$ cat src/rtl/huffman_decoder_if.sv
// Bundle of the decoder's table-load, bit-stream and symbol-output signals.
// The master modport drives the table and bits; the slave modport belongs to the decoder.
interface huffman_decoder_if #(
    parameter int CW = 8
);
    logic          code_valid;
    logic [CW-1:0] HC1, HC2, HC3, HC4, HC5, HC6;
    logic [CW-1:0] M1, M2, M3, M4, M5, M6;
    logic          bit_valid;
    logic          bit_in;
    logic          sym_valid;
    logic [2:0]    sym_out;
    logic          err;
    logic          busy;
    logic [7:0]    dec_cnt;

    modport master (
        output code_valid, HC1, HC2, HC3, HC4, HC5, HC6,
        output M1, M2, M3, M4, M5, M6, bit_valid, bit_in,
        input  sym_valid, sym_out, err, busy, dec_cnt
    );

    modport slave (
        input  code_valid, HC1, HC2, HC3, HC4, HC5, HC6,
        input  M1, M2, M3, M4, M5, M6, bit_valid, bit_in,
        output sym_valid, sym_out, err, busy, dec_cnt
    );
endinterface

$ cat src/rtl/huffman_decoder.sv
// Serial Huffman decoder: loads a 6-entry codeword/mask table, then shifts in one
// bit per qualified cycle and emits the matching symbol index 1..6.
module huffman_decoder #(
    parameter int CW   = 8,
    parameter int NSYM = 6
) (
    input  logic              clk,
    input  logic              reset,
    huffman_decoder_if.slave  bus
);
    typedef enum logic {IDLE, RUN} state_t;

    state_t        state_q, state_d;
    logic [CW-1:0] hc_q [NSYM];
    logic [CW-1:0] hc_d [NSYM];
    logic [CW-1:0] m_q  [NSYM];
    logic [CW-1:0] m_d  [NSYM];
    logic [CW-1:0] tbl_hc [NSYM];
    logic [CW-1:0] tbl_m  [NSYM];
    logic [CW-1:0] acc_q, acc_d, acc_n, lm;
    logic [3:0]    len_q, len_d, len_n;
    logic          sym_valid_q, sym_valid_d;
    logic [2:0]    sym_out_q, sym_out_d;
    logic          err_q, err_d;
    logic [7:0]    dec_cnt_q, dec_cnt_d;
    logic          hit;
    logic [2:0]    hit_sym;

    always_comb begin
        tbl_hc[0] = bus.HC1; tbl_hc[1] = bus.HC2; tbl_hc[2] = bus.HC3;
        tbl_hc[3] = bus.HC4; tbl_hc[4] = bus.HC5; tbl_hc[5] = bus.HC6;
        tbl_m[0]  = bus.M1;  tbl_m[1]  = bus.M2;  tbl_m[2]  = bus.M3;
        tbl_m[3]  = bus.M4;  tbl_m[4]  = bus.M5;  tbl_m[5]  = bus.M6;
    end

    always_comb begin
        state_d     = state_q;
        hc_d        = hc_q;
        m_d         = m_q;
        acc_d       = acc_q;
        len_d       = len_q;
        sym_valid_d = 1'b0;
        sym_out_d   = sym_out_q;
        err_d       = 1'b0;
        dec_cnt_d   = dec_cnt_q;

        acc_n = CW'({acc_q, bus.bit_in});
        len_n = len_q + 4'd1;
        // Mask is formed one bit wider so a full-length code yields all ones.
        lm    = CW'(({{CW{1'b0}}, 1'b1} << len_n) - 1'b1);

        hit     = 1'b0;
        hit_sym = '0;
        for (int unsigned k = 0; k < NSYM; k++) begin
            if (!hit && m_q[k] != '0 && m_q[k] == lm && (acc_n & m_q[k]) == hc_q[k]) begin
                hit     = 1'b1;
                hit_sym = 3'(k + 1);
            end
        end

        if (bus.code_valid) begin
            state_d   = RUN;
            hc_d      = tbl_hc;
            m_d       = tbl_m;
            acc_d     = '0;
            len_d     = '0;
            dec_cnt_d = '0;
        end else if (state_q == RUN && bus.bit_valid) begin
            if (hit) begin
                sym_valid_d = 1'b1;
                sym_out_d   = hit_sym;
                dec_cnt_d   = dec_cnt_q + 8'd1;
                acc_d       = '0;
                len_d       = '0;
            end else if (len_n == 4'(CW)) begin
                err_d = 1'b1;
                acc_d = '0;
                len_d = '0;
            end else begin
                acc_d = acc_n;
                len_d = len_n;
            end
        end
    end

    always_ff @(posedge clk or posedge reset) begin
        if (reset) begin
            state_q     <= IDLE;
            for (int unsigned k = 0; k < NSYM; k++) begin
                hc_q[k] <= '0;
                m_q[k]  <= '0;
            end
            acc_q       <= '0;
            len_q       <= '0;
            sym_valid_q <= 1'b0;
            sym_out_q   <= '0;
            err_q       <= 1'b0;
            dec_cnt_q   <= '0;
        end else begin
            state_q     <= state_d;
            hc_q        <= hc_d;
            m_q         <= m_d;
            acc_q       <= acc_d;
            len_q       <= len_d;
            sym_valid_q <= sym_valid_d;
            sym_out_q   <= sym_out_d;
            err_q       <= err_d;
            dec_cnt_q   <= dec_cnt_d;
        end
    end

    assign bus.sym_valid = sym_valid_q;
    assign bus.sym_out   = sym_out_q;
    assign bus.err       = err_q;
    assign bus.busy      = (len_q != '0);
    assign bus.dec_cnt   = dec_cnt_q;
endmodule

$ cat src/flat_wrapper.sv
// flat-port wrapper written by rule: the top's interface ports become plain ports
module huffman_decoder_flat 
#(
    parameter int CW   = 8,
    parameter int NSYM = 6
)
  (clk, reset, bus_code_valid, bus_HC1, bus_HC2, bus_HC3, bus_HC4, bus_HC5, bus_HC6, bus_M1, bus_M2, bus_M3, bus_M4, bus_M5, bus_M6, bus_bit_valid, bus_bit_in, bus_sym_valid, bus_sym_out, bus_err, bus_busy, bus_dec_cnt);
  huffman_decoder_if #(.CW(CW)) bus_i ();
  input  logic clk;
  input  logic reset;
  input wire logic [$bits(bus_i.code_valid)-1:0] bus_code_valid;
  input wire logic [$bits(bus_i.HC1)-1:0] bus_HC1;
  input wire logic [$bits(bus_i.HC2)-1:0] bus_HC2;
  input wire logic [$bits(bus_i.HC3)-1:0] bus_HC3;
  input wire logic [$bits(bus_i.HC4)-1:0] bus_HC4;
  input wire logic [$bits(bus_i.HC5)-1:0] bus_HC5;
  input wire logic [$bits(bus_i.HC6)-1:0] bus_HC6;
  input wire logic [$bits(bus_i.M1)-1:0] bus_M1;
  input wire logic [$bits(bus_i.M2)-1:0] bus_M2;
  input wire logic [$bits(bus_i.M3)-1:0] bus_M3;
  input wire logic [$bits(bus_i.M4)-1:0] bus_M4;
  input wire logic [$bits(bus_i.M5)-1:0] bus_M5;
  input wire logic [$bits(bus_i.M6)-1:0] bus_M6;
  input wire logic [$bits(bus_i.bit_valid)-1:0] bus_bit_valid;
  input wire logic [$bits(bus_i.bit_in)-1:0] bus_bit_in;
  output wire logic [$bits(bus_i.sym_valid)-1:0] bus_sym_valid;
  output wire logic [$bits(bus_i.sym_out)-1:0] bus_sym_out;
  output wire logic [$bits(bus_i.err)-1:0] bus_err;
  output wire logic [$bits(bus_i.busy)-1:0] bus_busy;
  output wire logic [$bits(bus_i.dec_cnt)-1:0] bus_dec_cnt;
  assign bus_i.code_valid = bus_code_valid;
  assign bus_i.HC1 = bus_HC1;
  assign bus_i.HC2 = bus_HC2;
  assign bus_i.HC3 = bus_HC3;
  assign bus_i.HC4 = bus_HC4;
  assign bus_i.HC5 = bus_HC5;
  assign bus_i.HC6 = bus_HC6;
  assign bus_i.M1 = bus_M1;
  assign bus_i.M2 = bus_M2;
  assign bus_i.M3 = bus_M3;
  assign bus_i.M4 = bus_M4;
  assign bus_i.M5 = bus_M5;
  assign bus_i.M6 = bus_M6;
  assign bus_i.bit_valid = bus_bit_valid;
  assign bus_i.bit_in = bus_bit_in;
  assign bus_sym_valid = bus_i.sym_valid;
  assign bus_sym_out = bus_i.sym_out;
  assign bus_err = bus_i.err;
  assign bus_busy = bus_i.busy;
  assign bus_dec_cnt = bus_i.dec_cnt;
  huffman_decoder #(.CW(CW), .NSYM(NSYM)) u_core (.clk(clk), .reset(reset), .bus(bus_i));
endmodule
$ cat config.mk
export PLATFORM = sky130hd
export DESIGN_NAME = huffman_decoder_flat
export DESIGN_NICKNAME = d
export VERILOG_FILES = /design/src/rtl/huffman_decoder_if.sv /design/src/rtl/huffman_decoder.sv /design/src/flat_wrapper.sv
export SDC_FILE = /design/constraint.sdc
export NUM_CORES = 1
export LEC_CHECK = 0
export BUFFER_PORTS_ARGS = -buffer_cell sky130_fd_sc_hd__buf_2
export CAP_MARGIN = 20
export CORE_ASPECT_RATIO = 1.25
export CORE_MARGIN = 2
export CORE_UTILIZATION = 30
export CTS_BUF_LIST = sky130_fd_sc_hd__clkbuf_4 sky130_fd_sc_hd__clkbuf_8
export DETAILED_ROUTE_END_ITERATION = 10
export GPL_TIMING_DRIVEN = 1
export SYNTH_ARGS = -nofsm -noshare
export SYNTH_HDL_FRONTEND = slang
export SYNTH_SLANG_ARGS = --single-unit
export TNS_END_PERCENT = 50
$ cat constraint.sdc
create_clock -name clk -period 4.2 [get_ports clk]
set_clock_uncertainty 0.1 [all_clocks]
set_input_delay 0 -clock clk [delete_from_list [all_inputs] [get_ports clk]]
set_output_delay 0 -clock clk [all_outputs]
set_load 0.05 [all_outputs]
Yosys cells after proc, flatten, opt, wreduce, memory -nomap -nowiden
Cells that the tools add are included.
- word-level logic and storage cells: 107
- output and inout port bits: 14
- register bits after elaboration: 121
- bits of input ports: 101
- muxes and demuxes: 30
- reduce and logical (&&, ||, !) cells: 34
- shifts and indexed selects: 1
- bitwise operators: 7
- add/subtract/negate cells: 3
- equal/unequal tests: 13
- operator list (operator ; number):
    $eq 8x8->1 ; 12
    $and 8x8->8 ; 6
    $reduce_bool 8->1 ; 6
    $mux 7 ; 4
    $mux 8 ; 3
    $logic_and 1x1->1 ; 18
    $mux 4 ; 4
    $mux 3 ; 5
    $mux 1 ; 14
    $add 8x1->8 const B ; 1
    $shl 1x4->8 const A ; 1
    $sub 8x1->8 const B ; 1
    $logic_not 1->1 ; 5
    $add 4x1->4 const B ; 1
    $eq 4x4->1 const B ; 1
    $reduce_bool 2->1 ; 2
    $reduce_bool 4->1 ; 1
    $reduce_and 3->1 ; 1
    $reduce_and 2->1 ; 1
    $not 1->1 ; 1

Logic depth before layout (Yosys ltp)
Gate-level depths: netlist (run 1).
- depth in word-level cells: 35
- gate-level depth with buffers: 16
- mapped depth without buffers: 14

Worst setup path after synthesis (run 1)
No wires, ideal clock.
- path type: register -> register
- start: register u_core.len_q[0]
- end: register u_core.dec_cnt_q[3], in the netlist u_core.bus.dec_cnt[3]
- clock period less this slack: 4231 ps
- setup slack: -31 ps
- stages on the path, launching flop included: 17
- data required time: 3972 ps
- buffers on the path: 3
- library setup time: 128 ps
- arrival time: 4003 ps
- cell sequence: dfrtp_1 > ha_1 > buf_4 > buf_4 > and2_1 > a41oi_1 > ha_1 > nand2b_1 > mux2i_1 > a311oi_4 > xor2_1 > nand3_1 > a2111oi_4 > nor4_4 > buf_6 > nor3_1 > mux2_1
- cells in the longest elaborated chain, start to end: 34
- elaborated cells between the ends (all ways): 39
- classes of those cells: add/sub: 2; eq/ne: 6; shift: 1; mux: 6; reduce/logical: 24
- ends and longest elaborated chain (what ; RTL line ; source):
    from (decl) ; huffman_decoder.sv:21 ; logic [3:0] len_q, len_d, len_n;
    from (signal assigned) ; huffman_decoder.sv:104 ; len_q <= len_d;
    $add 4x1->4 * ; huffman_decoder.sv:48 ; len_n = len_q + 4'd1;
    $shl 1x4->8 * ; huffman_decoder.sv:50 ; lm = CW'(({{CW{1'b0}}, 1'b1} << len_n) - 1'b1);
    $sub 8x1->8 * ; huffman_decoder.sv:50 ;
    $eq 8x8->1 ; huffman_decoder.sv:55 ; if (!hit && m_q[k] != '0 && m_q[k] == lm && (acc_n & m_q[k]) == hc_q[k]) begin
    $logic_and 1x1->1 (2 in series) ; huffman_decoder.sv:55 ;
    $mux 1 ; huffman_decoder.sv:55 ;
    $logic_not 1->1 ; huffman_decoder.sv:55 ;
    $logic_and 1x1->1 (3 in series) ; huffman_decoder.sv:55 ;
    [11 not listed] ; n/a ;
    $logic_not 1->1 ; huffman_decoder.sv:55 ;
    $logic_and 1x1->1 (3 in series) ; huffman_decoder.sv:55 ;
    $mux 1 ; huffman_decoder.sv:55 ;
    $logic_not 1->1 ; huffman_decoder.sv:55 ;
    $logic_and 1x1->1 (3 in series) ; huffman_decoder.sv:55 ;
    $mux 1 * ; huffman_decoder.sv:55 ;
    $reduce_bool 2->1 (no source line) * ; n/a ;
    $reduce_and 2->1 (no source line) * ; n/a ;
    to (signal assigned) ; huffman_decoder.sv:108 ; dec_cnt_q <= dec_cnt_d;
    to (decl) ; huffman_decoder.sv:25 ; logic [7:0] dec_cnt_q, dec_cnt_d;
Every way passes the cells marked *; elsewhere a longest branch is shown, timed or not.
A chain may end at the register's enable or synchronous reset.

Worst setup path after layout (run 1)
- start: register u_core.len_q[1]
- end: register u_core.sym_out_q[0], in the netlist u_core.bus.sym_out[0]
- cells in the longest elaborated chain, start to end: 33
- elaborated cells between the ends (all ways): 44
- classes of those cells: add/sub: 2; eq/ne: 6; shift: 1; mux: 12; reduce/logical: 23
- ends and longest elaborated chain (what ; RTL line ; source):
    $add 4x1->4 * ; huffman_decoder.sv:48 ;
    $shl 1x4->8 * ; huffman_decoder.sv:50 ;
    $sub 8x1->8 * ; huffman_decoder.sv:50 ;
    $eq 8x8->1 ; huffman_decoder.sv:55 ;
    $logic_and 1x1->1 (2 in series) ; huffman_decoder.sv:55 ;
    $mux 1 ; huffman_decoder.sv:55 ;
    $logic_not 1->1 ; huffman_decoder.sv:55 ;
    $logic_and 1x1->1 (3 in series) ; huffman_decoder.sv:55 ;
    [10 not listed] ; n/a ;
    $mux 1 ; huffman_decoder.sv:55 ;
    $logic_not 1->1 ; huffman_decoder.sv:55 ;
    $logic_and 1x1->1 (3 in series) ; huffman_decoder.sv:55 ;
    $mux 1 ; huffman_decoder.sv:55 ;
    $logic_not 1->1 ; huffman_decoder.sv:55 ;
    $logic_and 1x1->1 (3 in series) ; huffman_decoder.sv:55 ;
    $mux 1 ; huffman_decoder.sv:55 ;
    $reduce_and 3->1 (no source line) ; n/a ;
    to (signal assigned) ; huffman_decoder.sv:106 ; sym_out_q <= sym_out_d;
    to (decl) ; huffman_decoder.sv:23 ; logic [2:0] sym_out_q, sym_out_d;
Marks and branches as above.

==> qor.txt, run 1 <==
portion of total power attributed to sequential cells - 43.8%
slowest CP cell - sky130_fd_sc_hd__a2111oi_0
Pre-antenna DRT Iters - 7
std cell rows - 63
number of primary I/O pins - 115
switching power - 0.920 mW
cell type with the highest aggregate area in the netlist - sky130_fd_sc_hd__dfrtp_1
number of antenna violations at the first check in global routing - 0
clock buffer count from CTS - 17
total power consumption of the routed design - 3.15 mW
cell types occupying the most area after synthesis - sky130_fd_sc_hd__dfrtp_1, sky130_fd_sc_hd__mux2_2, sky130_fd_sc_hd__xor2_1
remaining antenna violation count - 0
placer's final routability congestion estimate - 0.913
proportion of total power due to net switching - 29.2%
result of the run - complete, no violations
Post-synth EDFFs - 0
type of destination of the critical path - flip-flop
final number of max-transition violations - 0
HP Class - in2reg
startpoint type of the worst setup path - flip-flop
Core Util, Final - 41.1%
unrepaired setup endpoints after global routing - false
CP required - 4.44 ns
count leader, synth - sky130_fd_sc_hd__dfrtp_1
later-pin clock latency in the skew report - 0.46 ns
number of failing setup endpoints in the final timing report - 0
Yosys reg bits - 121
maximum cell stage delay along the critical path - 0.51 ns
number of max-cap violations - 0
post-layout min period - 3.96 ns
number of H-tree levels - 4
clock slew at the register clock pins of the worst setup and hold paths - 0.08 ns
total routing usage reported by global routing - 17.4%
largest fanout on the critical path - 7
Area growth syn-to-layout - 35.8%
fraction of layout instances using a drive strength above 1 - 34.5%
post-detailed-placement half-perimeter wirelength - 15.2 mm
combinational share of power - 22.8%
period utilisation layout - 94.4%
ys flop type - sky130_fd_sc_hd__dfrtp_1
CP arrival - 4.20 ns
slew at the pin closest to its max-slew limit - 0.871 ns
horizontal die dimension - 142 microns
crit path kind - reg2reg
ratio of routed vias to standard cells - 5.12
maximum number of pins on one net before global-route repair - 67
VDD IR max - 0.214 mV
Yosys cell types - 82
sequential fraction of the synthesis area - 42.4%
syn avg cell area - 10.9 sq um
Post-Route Hold Slack - 0.0217 ns
number of buffers on the longest clock path - 2
starting utilization of the core area - 30.3%
cells traversed along the worst timing path - ha_2 -> nor3_4 -> a41oi_1 -> nand2b_1 -> ha_4 -> clkinv_1 -> buf_4 -> a211oi_1 -> a21oi_1 -> a2111oi_0 -> nand3_1 -> or4_1 -> a21oi_1 -> o21ai_0 -> buf_4 -> mux2_2
yosys warns - 0
Wirelength per Cell - 17.8 microns
DRT iter0 DRCs - 324
total inserted antenna cells - 0
overall die height - 177 microns
clock sink count - 121
final net count - 1,001
ranking of synthesized cells by instance count - sky130_fd_sc_hd__dfrtp_1, sky130_fd_sc_hd__mux2_2, sky130_fd_sc_hd__nand2_1
area of the mapped netlist - 7140 sq um
worst-case headroom to the max-slew limit - 41.9%
global-route congestion overflow total - 0
top achievable clock speed - 252 MHz
cell leakage power - 4.03 nW
via count - 6,127
number of global-route vias before repair - 6,099
share of the synthesized area in the top cell type - 42.4%
Hold Fails Final Rpt - 0
share of async-settable or async-resettable flops after synthesis - 100%
clock network fraction of design power - 33.3%
Std-Cell Core Area - 23,600 sq um
PwrDens - 325 nW/um^2
CTS tree - done
total detailed-routing wirelength - 21.3 mm
die area - 25,100 sq um
number of remaining DRC errors - 0
first-pass GRT wire length - 32.9 mm
Post-Syn Nets - 766
Internal Pwr Total - 2.23 mW
post-synthesis instance total - 658
# port buffers - 114
buffer cell driving the clock tree root - sky130_fd_sc_hd__clkbuf_8
==> layout make-up <==
cell class / instances / area (sq um)
clock buffers: 23 / 298
clock inverters: 8 / 95.1
fillers: 2271 / 13900
inverters: 11 / 43.8
multi-input cells: 491 / 3990
flip-flops and latches: 121 / 3030
well taps: 292 / 365
repair buffers: 251 / 1870
==> final timing paths <==
check                           slack, ns             from  cells past startpoint               endpoint
worst min register to register       0.40   u_core.state_q                      1         u_core.state_q
max in group asynchronous            3.00            reset                      4        u_core.hc_q[41]
worst max-delay path                 0.24  u_core.len_q[1]                     16  u_core.bus.sym_out[0]
worst min-delay path                 0.02   bus_code_valid                      2          u_core.m_q[3]
min in group asynchronous            0.06            reset                      3         u_core.m_q[26]
worst max register to register       0.24  u_core.len_q[1]                     16  u_core.bus.sym_out[0]
==> registers in the layout, summed over array words and instances (netlist names) <==
signal and flops:
u_core.acc_q 7, u_core.bus.err 1, u_core.state_q 1, u_core.bus.dec_cnt 8, u_core.bus.sym_out 3, u_core.m_q 48
u_core.bus.sym_valid 1, u_core.hc_q 48, u_core.len_q 4
==> critical path, delay by kind of cell (launching register included) <==
family / cells / cell delay, ns
AO/OA/AOI/OAI: 6 / 1.09
AND/OR/NAND/NOR: 4 / 1.00
adder cells (fa/ha/maj): 2 / 0.56
flip-flops: 1 / 0.43
buffers and inverters: 3 / 0.40
multiplexers: 1 / 0.25
==> stage by stage <==
step | instances | worst slack (ns) | TNS, ns | area [sq um]
2_1_floorplan | 658 | 0.0111 | 0 | 7140
3_3_place_gp | 1060 | 0.0179 | 0 | 8150
3_5_place_dp | 1060 | -0.0510 | -0.447 | 8150
4_1_cts | 1193 | 0.0254 | 0 | 9570
5_1_grt | 1197 | 0.0281 | 0 | 9700
6_report | 1197 | 0.237 | 0 | 9700
==> logic make-up (layout without fill, tap and decap cells) <==
family	Yosys count	count (layout)	synth area share (%)
AND/OR/NAND/NOR	210	210	16.3
multiplexers	99	99	15.6
XOR/XNOR	77	77	10.3
flip-flops	121	121	42.4
buffers and inverters	46	293	2.89
AO/OA/AOI/OAI	98	98	11.3
adder cells (fa/ha/maj)	7	7	1.23
==> repair_timing <==
| action | 4_1_cts | 5_1_grt |
|---|---|---|
| buffers inserted | 3 | 4 |
| pin swaps | 1 | 5 |
| resized for setup | 1 | 13 |
| setup endpoints to repair | 13 | 23 |
| hold buffers | 99 | 0 |
| endpoints found under the hold margin | 144 | 0 |
==> power groups by stage <==
stage / logic [mW] / registers [mW] / clock network, mW
CTS: 0.683 / 1.38 / 1.08
detailed placement: 0.609 / 1.40 / 0
floorplan: 0.444 / 1.35 / 0
global route: 0.789 / 1.39 / 1.13
finish: 0.720 / 1.38 / 1.05
global placement: 0.600 / 1.40 / 0
==> layout by cell type, fill, tap and decap left out, types with 4 or more instances in the layout <==
cell                            count
sky130_fd_sc_hd__ha_1               5
sky130_fd_sc_hd__dfrtp_1          121
sky130_fd_sc_hd__nand2b_1           4
sky130_fd_sc_hd__buf_4             37
sky130_fd_sc_hd__a211oi_1           4
sky130_fd_sc_hd__nor2b_1            5
sky130_fd_sc_hd__o21ai_0           14
sky130_fd_sc_hd__or3_1              8
sky130_fd_sc_hd__a31oi_1            6
sky130_fd_sc_hd__xnor2_1           22
sky130_fd_sc_hd__a32o_1             9
sky130_fd_sc_hd__inv_1              9
sky130_fd_sc_hd__a21oi_1           10
sky130_fd_sc_hd__clkinv_2           4
sky130_fd_sc_hd__nand3_1           15
sky130_fd_sc_hd__nand2_1           69
sky130_fd_sc_hd__nand4b_1           4
sky130_fd_sc_hd__nor3b_1            4
sky130_fd_sc_hd__nor3_1            15
sky130_fd_sc_hd__nor4_1            11
sky130_fd_sc_hd__buf_2            113
sky130_fd_sc_hd__clkbuf_8          20
sky130_fd_sc_hd__nand4_1           21
sky130_fd_sc_hd__mux2_2            95
sky130_fd_sc_hd__xor2_1            51
sky130_fd_sc_hd__dlygate4sd3_1     99
sky130_fd_sc_hd__nor2_1            20
sky130_fd_sc_hd__or4_1              5
sky130_fd_sc_hd__o211ai_1           4
==> layer usage <==
metal	track usage [%]	wire [microns]	part of all wire (%)	up-vias
met5	0	0	0	-
met3	2.55	738	3.5	45
met2	29.5	10700	50	174
met1	21.2	8930	42	3021
li1	-	-	-	2887
met4	9.29	924	4.3	0
Note: power is estimated with default switching activity, not from simulation.
==> inputs of run 2 (changes only) <==
Settings changed: BUFFER_PORTS_ARGS -buffer_cell sky130_fd_sc_hd__buf_2 to default, DONT_BUFFER_PORTS from default to 1.
==> qor.txt, run 2 (synthesis gave the netlist of run 1 again) <==
result of the run - finished with violations
violated checks - negative hold slack
highest-count cells in the layout ignoring fill and taps - sky130_fd_sc_hd__dfrtp_1, sky130_fd_sc_hd__dlygate4sd3_1, sky130_fd_sc_hd__mux2_2
capture instance of the worst register-to-register path - u_core.bus.dec_cnt[2]
slew at the pin closest to its max-slew limit - 0.679 ns
number of failing setup endpoints in the final timing report - 0
total placed instance area - 7580 sq um
maximum number of pins on one net before global-route repair - 117
placer's final routability congestion estimate - 0.935
type of destination of the critical path - flip-flop
VDD IR max - 0.206 mV
starting utilization of the core area - 30.3%
remaining antenna violation count - 0
via count - 5,585
period utilisation layout - 94.4%
Post-Route Hold Slack - -0.0352 ns
horizontal die dimension - 142 microns
hold-critical path endpoint - u_core.bus.dec_cnt[5]
Wirelength per Cell - 18.8 microns
startpoint type of the worst setup path - flip-flop
Area growth syn-to-layout - 28.6%
number of buffers on the longest clock path - 2
reg-to-reg setup timing slack - 0.24 ns
cell leakage power - 3.58 nW
later-pin clock latency in the skew report - 0.45 ns
final net count - 890
number of global-route vias before repair - 5,840
# port buffers - 0
Core Util, Final - 39.0%
buffer cell driving the clock tree root - sky130_fd_sc_hd__clkbuf_8
switching power - 0.942 mW
number of remaining DRC errors - 0
R2R depth - 16
clock slew at the register clock pins of the worst setup and hold paths - 0.08 ns
post-detailed-placement half-perimeter wirelength - 14.8 mm
total detailed-routing wirelength - 20.5 mm
proportion of total power due to net switching - 30.0%
largest fanout on the critical path - 9
RR Startpoint - u_core.len_q[0]
ratio of routed vias to standard cells - 5.14
Design Area, Final - 9180 sq um
portion of total power attributed to sequential cells - 43.9%
combinational share of power - 21.1%
number of antenna violations at the first check in global routing - 0
CP required - 4.45 ns
clock network fraction of design power - 35.0%
PwrDens - 342 nW/um^2
placed insts - 945
Pre-antenna DRT Iters - 5
final number of max-transition violations - 0
most common cell after layout, fill and taps aside - sky130_fd_sc_hd__dfrtp_1
clock buffer count from CTS - 17
std cell rows - 63
maximum cell stage delay along the critical path - 0.41 ns
fraction of layout instances using a drive strength above 1 - 25.2%
WHS Path Cells - 3
die area - 25,100 sq um
post-layout min period - 3.96 ns
global-route congestion overflow total - 0
dominant cell type by count on the critical path - sky130_fd_sc_hd__buf_4
CP arrival - 4.21 ns
total routing usage reported by global routing - 17.0%
Internal Pwr Total - 2.20 mW
unrepaired setup endpoints after global routing - false
number of H-tree levels - 4
DRT iter0 DRCs - 311
crit path kind - reg2reg
beginning of the worst hold path - bus_code_valid
overall die height - 177 microns
top achievable clock speed - 252 MHz
number of max-cap violations - 0
worst-case headroom to the max-slew limit - 54.4%
first-pass GRT wire length - 32.5 mm
CTS tree - done
total inserted antenna cells - 0
Hold Fails Final Rpt - 5
Std-Cell Core Area - 23,600 sq um
number of primary I/O pins - 115
cells traversed along the worst timing path - buf_4 -> a21bo_2 -> a41oi_1 -> nand2b_1 -> ha_4 -> nand3b_1 -> o41ai_2 -> a311oi_4 -> buf_4 -> xor2_1 -> nand4_1 -> o32ai_4 -> nor4_4 -> buf_4 -> nor3b_1 -> mux2_2
clock sink count - 121
slowest CP cell - sky130_fd_sc_hd__dfrtp_1
Cell Count, Final, Fillers Out - 1,087
HP Class - in2reg
[run 2: cell count changes in the layout (fill, tap and decap cells not counted), sizes merged]
cell	before	now
buf	152	37
clkbuf	23	18
clkinv	5	9
dlygate4sd3	99	103
inv	10	12
bufinv	2	3
clkinvlp	2	1
[run 2: power by group through the flow]
stage	Sequential, mW	Combinational [mW]	Clock [mW]
3_5_place_dp	1.40	0.530	0
6_report	1.38	0.661	1.10
2_1_floorplan	1.35	0.444	0
4_1_cts	1.38	0.639	1.13
5_1_grt	1.39	0.724	1.18
3_3_place_gp	1.40	0.522	0
[run 2: what timing repair did]
action,4_1_cts,5_1_grt
resized for setup,2,12
pin swaps,1,4
buffers inserted,3,3
endpoints found under the hold margin,171,0
setup endpoints to repair,17,24
hold buffers,104,0
[run 2: layer usage]
metal  wire (microns)  track usage [%]  up-vias
met5                0                0        -
met4              624             7.54        0
met3              828             3.12       29
met2            10200             28.4      134
met1             8840             21.3     2758
li1                 -                -     2664
[run 2: worst max path at each step]
stage                    start                     to  slack (ns)  cells past startpoint
6_report       u_core.len_q[0]  u_core.bus.dec_cnt[2]        0.24                     16
5_1_grt        u_core.len_q[0]  u_core.bus.dec_cnt[2]       0.005                     16
4_1_cts        u_core.len_q[1]  u_core.bus.dec_cnt[2]        0.03                     16
3_5_place_dp   u_core.len_q[1]        u_core.acc_q[6]       -0.11                     14
3_3_place_gp   u_core.len_q[1]        u_core.acc_q[5]       -0.02                     14
2_1_floorplan  u_core.len_q[0]  u_core.bus.dec_cnt[3]        0.01                     16
[run 2: cell type report]
class	count	area [sq um]
Inverter	11	43.8
Sequential cell	121	3030
Fill cell	2288	14400
Tap cell	292	365
Clock inverter	14	174
Timing Repair Buffer	140	1340
Clock buffer	18	241
Multi-Input combinational cell	491	3990
[run 2: worst max-delay path, delay by kind of cell (launching register included)]
family	cells	cell delay [ns]
flops	1	0.41
mux	1	0.35
simple gates	5	0.80
fa+ha+maj	1	0.20
buf+inv	3	0.54
xor+xnor	1	0.18
compound gates	5	1.28
[run 2: stage by stage]
step	hold WS, ns	worst slack, ns	TNS [ns]	power [mW]
6_report	-0.0352	0.237	0	3.14
4_1_cts	0.00924	0.0296	0	3.15
3_5_place_dp	-0.0773	-0.113	-1.32	1.93
2_1_floorplan	0.0210	0.0111	0	1.80
5_1_grt	0.0539	0.00535	0	3.30
3_3_place_gp	-0.0725	-0.0237	-0.161	1.92
==> inputs of run 3 (changes only) <==
Settings changed: PLACE_DENSITY_LB_ADDON from default to 0.15.
==> qor.txt, run 3 (synthesis gave the netlist of run 1 again) <==
total power consumption of the routed design - 3.13 mW
worst-case headroom to the max-slew limit - 57.0%
Crit path buffers/inverters - 3
Pre-antenna DRT Iters - 5
hold-critical path endpoint - u_core.m_q[23]
final number of max-transition violations - 0
capture instance of the worst register-to-register path - u_core.bus.dec_cnt[5]
Setup TNS - 0 ns
ratio of routed vias to standard cells - 5.26
result of the run - complete, no violations
number of antenna violations at the first check in global routing - 0
final net count - 884
via count - 5,683
area taken by flip-flops and latches - 3030 sq um
CTS tree - done
clock sink count - 121
fraction of layout instances using a drive strength above 1 - 24.8%
clock slew at the register clock pins of the worst setup and hold paths - 0.09 ns
Core Util, Final - 38.7%
total routing usage reported by global routing - 17.8%
slowest CP cell - sky130_fd_sc_hd__a2111oi_1
number of global-route vias before repair - 6,081
starting utilization of the core area - 30.3%
type of destination of the critical path - flip-flop
post-detailed-placement half-perimeter wirelength - 15.5 mm
# port buffers - 0
buffer cell driving the clock tree root - sky130_fd_sc_hd__clkbuf_8
unrepaired setup endpoints after global routing - true
Area growth syn-to-layout - 27.6%
switching power - 0.954 mW
die area - 25,100 sq um
Internal Pwr Total - 2.18 mW
number of primary I/O pins - 115
WHS Path Cells - 2
startpoint type of the worst setup path - flip-flop
horizontal die dimension - 142 microns
proportion of total power due to net switching - 30.4%
number of buffers on the longest clock path - 2
Filler Cells Inserted - 2,259
number of remaining DRC errors - 0
R2R depth - 15
number of failing setup endpoints in the final timing report - 0
total inserted antenna cells - 0
combinational share of power - 20.8%
first-pass GRT wire length - 33.7 mm
cell leakage power - 3.54 nW
total detailed-routing wirelength - 21.7 mm
number of max-cap violations - 0
PwrDens - 344 nW/um^2
portion of total power attributed to sequential cells - 44.1%
least setup slack across all paths after layout - 0.137 ns
maximum cell stage delay along the critical path - 0.45 ns
delay-heaviest family, CP - compound AO/OA/AOI/OAI gates
top achievable clock speed - 246 MHz
dominant cell type by count on the critical path - sky130_fd_sc_hd__nor4b_2
number of H-tree levels - 4
Design Area, Final - 9110 sq um
crit path kind - reg2reg
post-layout min period - 4.06 ns
HP Class - in2reg
beginning of the worst hold path - bus_M4[7]
slew at the pin closest to its max-slew limit - 0.645 ns
remaining antenna violation count - 0
maximum number of pins on one net before global-route repair - 117
DRT iter0 DRCs - 476
total placed instance area - 7550 sq um
RR Startpoint - u_core.len_q[0]
CP arrival - 4.32 ns
area taken by multi-input logic gates - 3950 sq um
clock buffer count from CTS - 17
Hold Fails Final Rpt - 0
cells traversed along the worst timing path - buf_4 -> ha_1 -> nor4b_2 -> a41oi_2 -> ha_2 -> clkinv_2 -> a211oi_1 -> a21oi_1 -> a2111oi_1 -> nand4b_1 -> o32ai_2 -> nor4_4 -> buf_12 -> nor4b_2 -> mux2_1
largest fanout on the critical path - 10
CP required - 4.45 ns
Wirelength per Cell - 20.0 microns
VDD IR max - 0.184 mV
setup slack after placement - -0.0961 ns
Std-Cell Core Area - 23,600 sq um
most common cell after layout, fill and taps aside - sky130_fd_sc_hd__dfrtp_1
std cell rows - 63
highest-count cells in the layout ignoring fill and taps - sky130_fd_sc_hd__dfrtp_1, sky130_fd_sc_hd__dlygate4sd3_1, sky130_fd_sc_hd__mux2_2
later-pin clock latency in the skew report - 0.46 ns
placer's final routability congestion estimate - 0.864
clock network fraction of design power - 35.1%
global-route congestion overflow total - 0
overall die height - 177 microns
period utilisation layout - 96.7%
reg-to-reg setup timing slack - 0.14 ns
## run 3: cell count changes in the layout (fill, tap and decap cells not counted), moves of 2 or more
cell	change
sky130_fd_sc_hd__clkinvlp_4	+4
sky130_fd_sc_hd__buf_4	-7
sky130_fd_sc_hd__ha_1	-2
sky130_fd_sc_hd__ha_2	+3
sky130_fd_sc_hd__clkinv_4	-3
## run 3: per-layer routing
layer	routed length [microns]	global-route usage [%]	up-vias
met1	8850	20.9	2860
li1	-	-	2635
met3	848	3.53	35
met4	697	8.00	0
met2	11300	31.2	153
met5	0	0	-
## run 3: cell type report
type                            instances  area share (%)
Multi-Input combinational cell        491            43.4
Sequential cell                       121            33.2
Timing Repair Buffer                  134            14.4
Tap cell                              292            4.01
Clock buffer                           17            2.57
Clock inverter                         15            1.95
Inverter                               11           0.494
## run 3: worst max path at each step
stage	start	to	cells after the start
final	u_core.len_q[0]	u_core.bus.dec_cnt[5]	15
after global routing	u_core.len_q[0]	u_core.bus.dec_cnt[5]	15
after CTS	u_core.len_q[0]	u_core.bus.dec_cnt[5]	16
after detailed placement	u_core.len_q[0]	u_core.acc_q[5]	15
after global placement	u_core.len_q[0]	u_core.bus.dec_cnt[6]	17
after floorplan	u_core.len_q[0]	u_core.bus.dec_cnt[3]	16
## run 3: what timing repair did
| item | CTS | global route |
|---|---|---|
| resized for setup | 2 | 11 |
| buffers inserted | 5 | 0 |
| pin swaps | 2 | 0 |
| hold endpoints to repair | 169 | 0 |
| hold buffers | 103 | 0 |
| setup endpoints to repair | 16 | 23 |
## run 3: per-stage QoR
| stage | std cells | hold WS (ns) |
|---|---|---|
| 2_1_floorplan | 658 | 0.0210 |
| 3_3_place_gp | 941 | -0.0965 |
| 3_5_place_dp | 941 | -0.0868 |
| 4_1_cts | 1081 | 0.0548 |
| 5_1_grt | 1081 | 0.0771 |
| 6_report | 1081 | 0.113 |
## run 3: power groups by stage
stage                     Sequential [mW]  Clock [mW]  Combinational [mW]
after detailed placement             1.41           0               0.534
after floorplan                      1.35           0               0.444
after global routing                 1.40        1.19               0.714
after CTS                            1.38        1.14               0.649
after global placement               1.41           0               0.524
final                                1.38        1.10               0.653
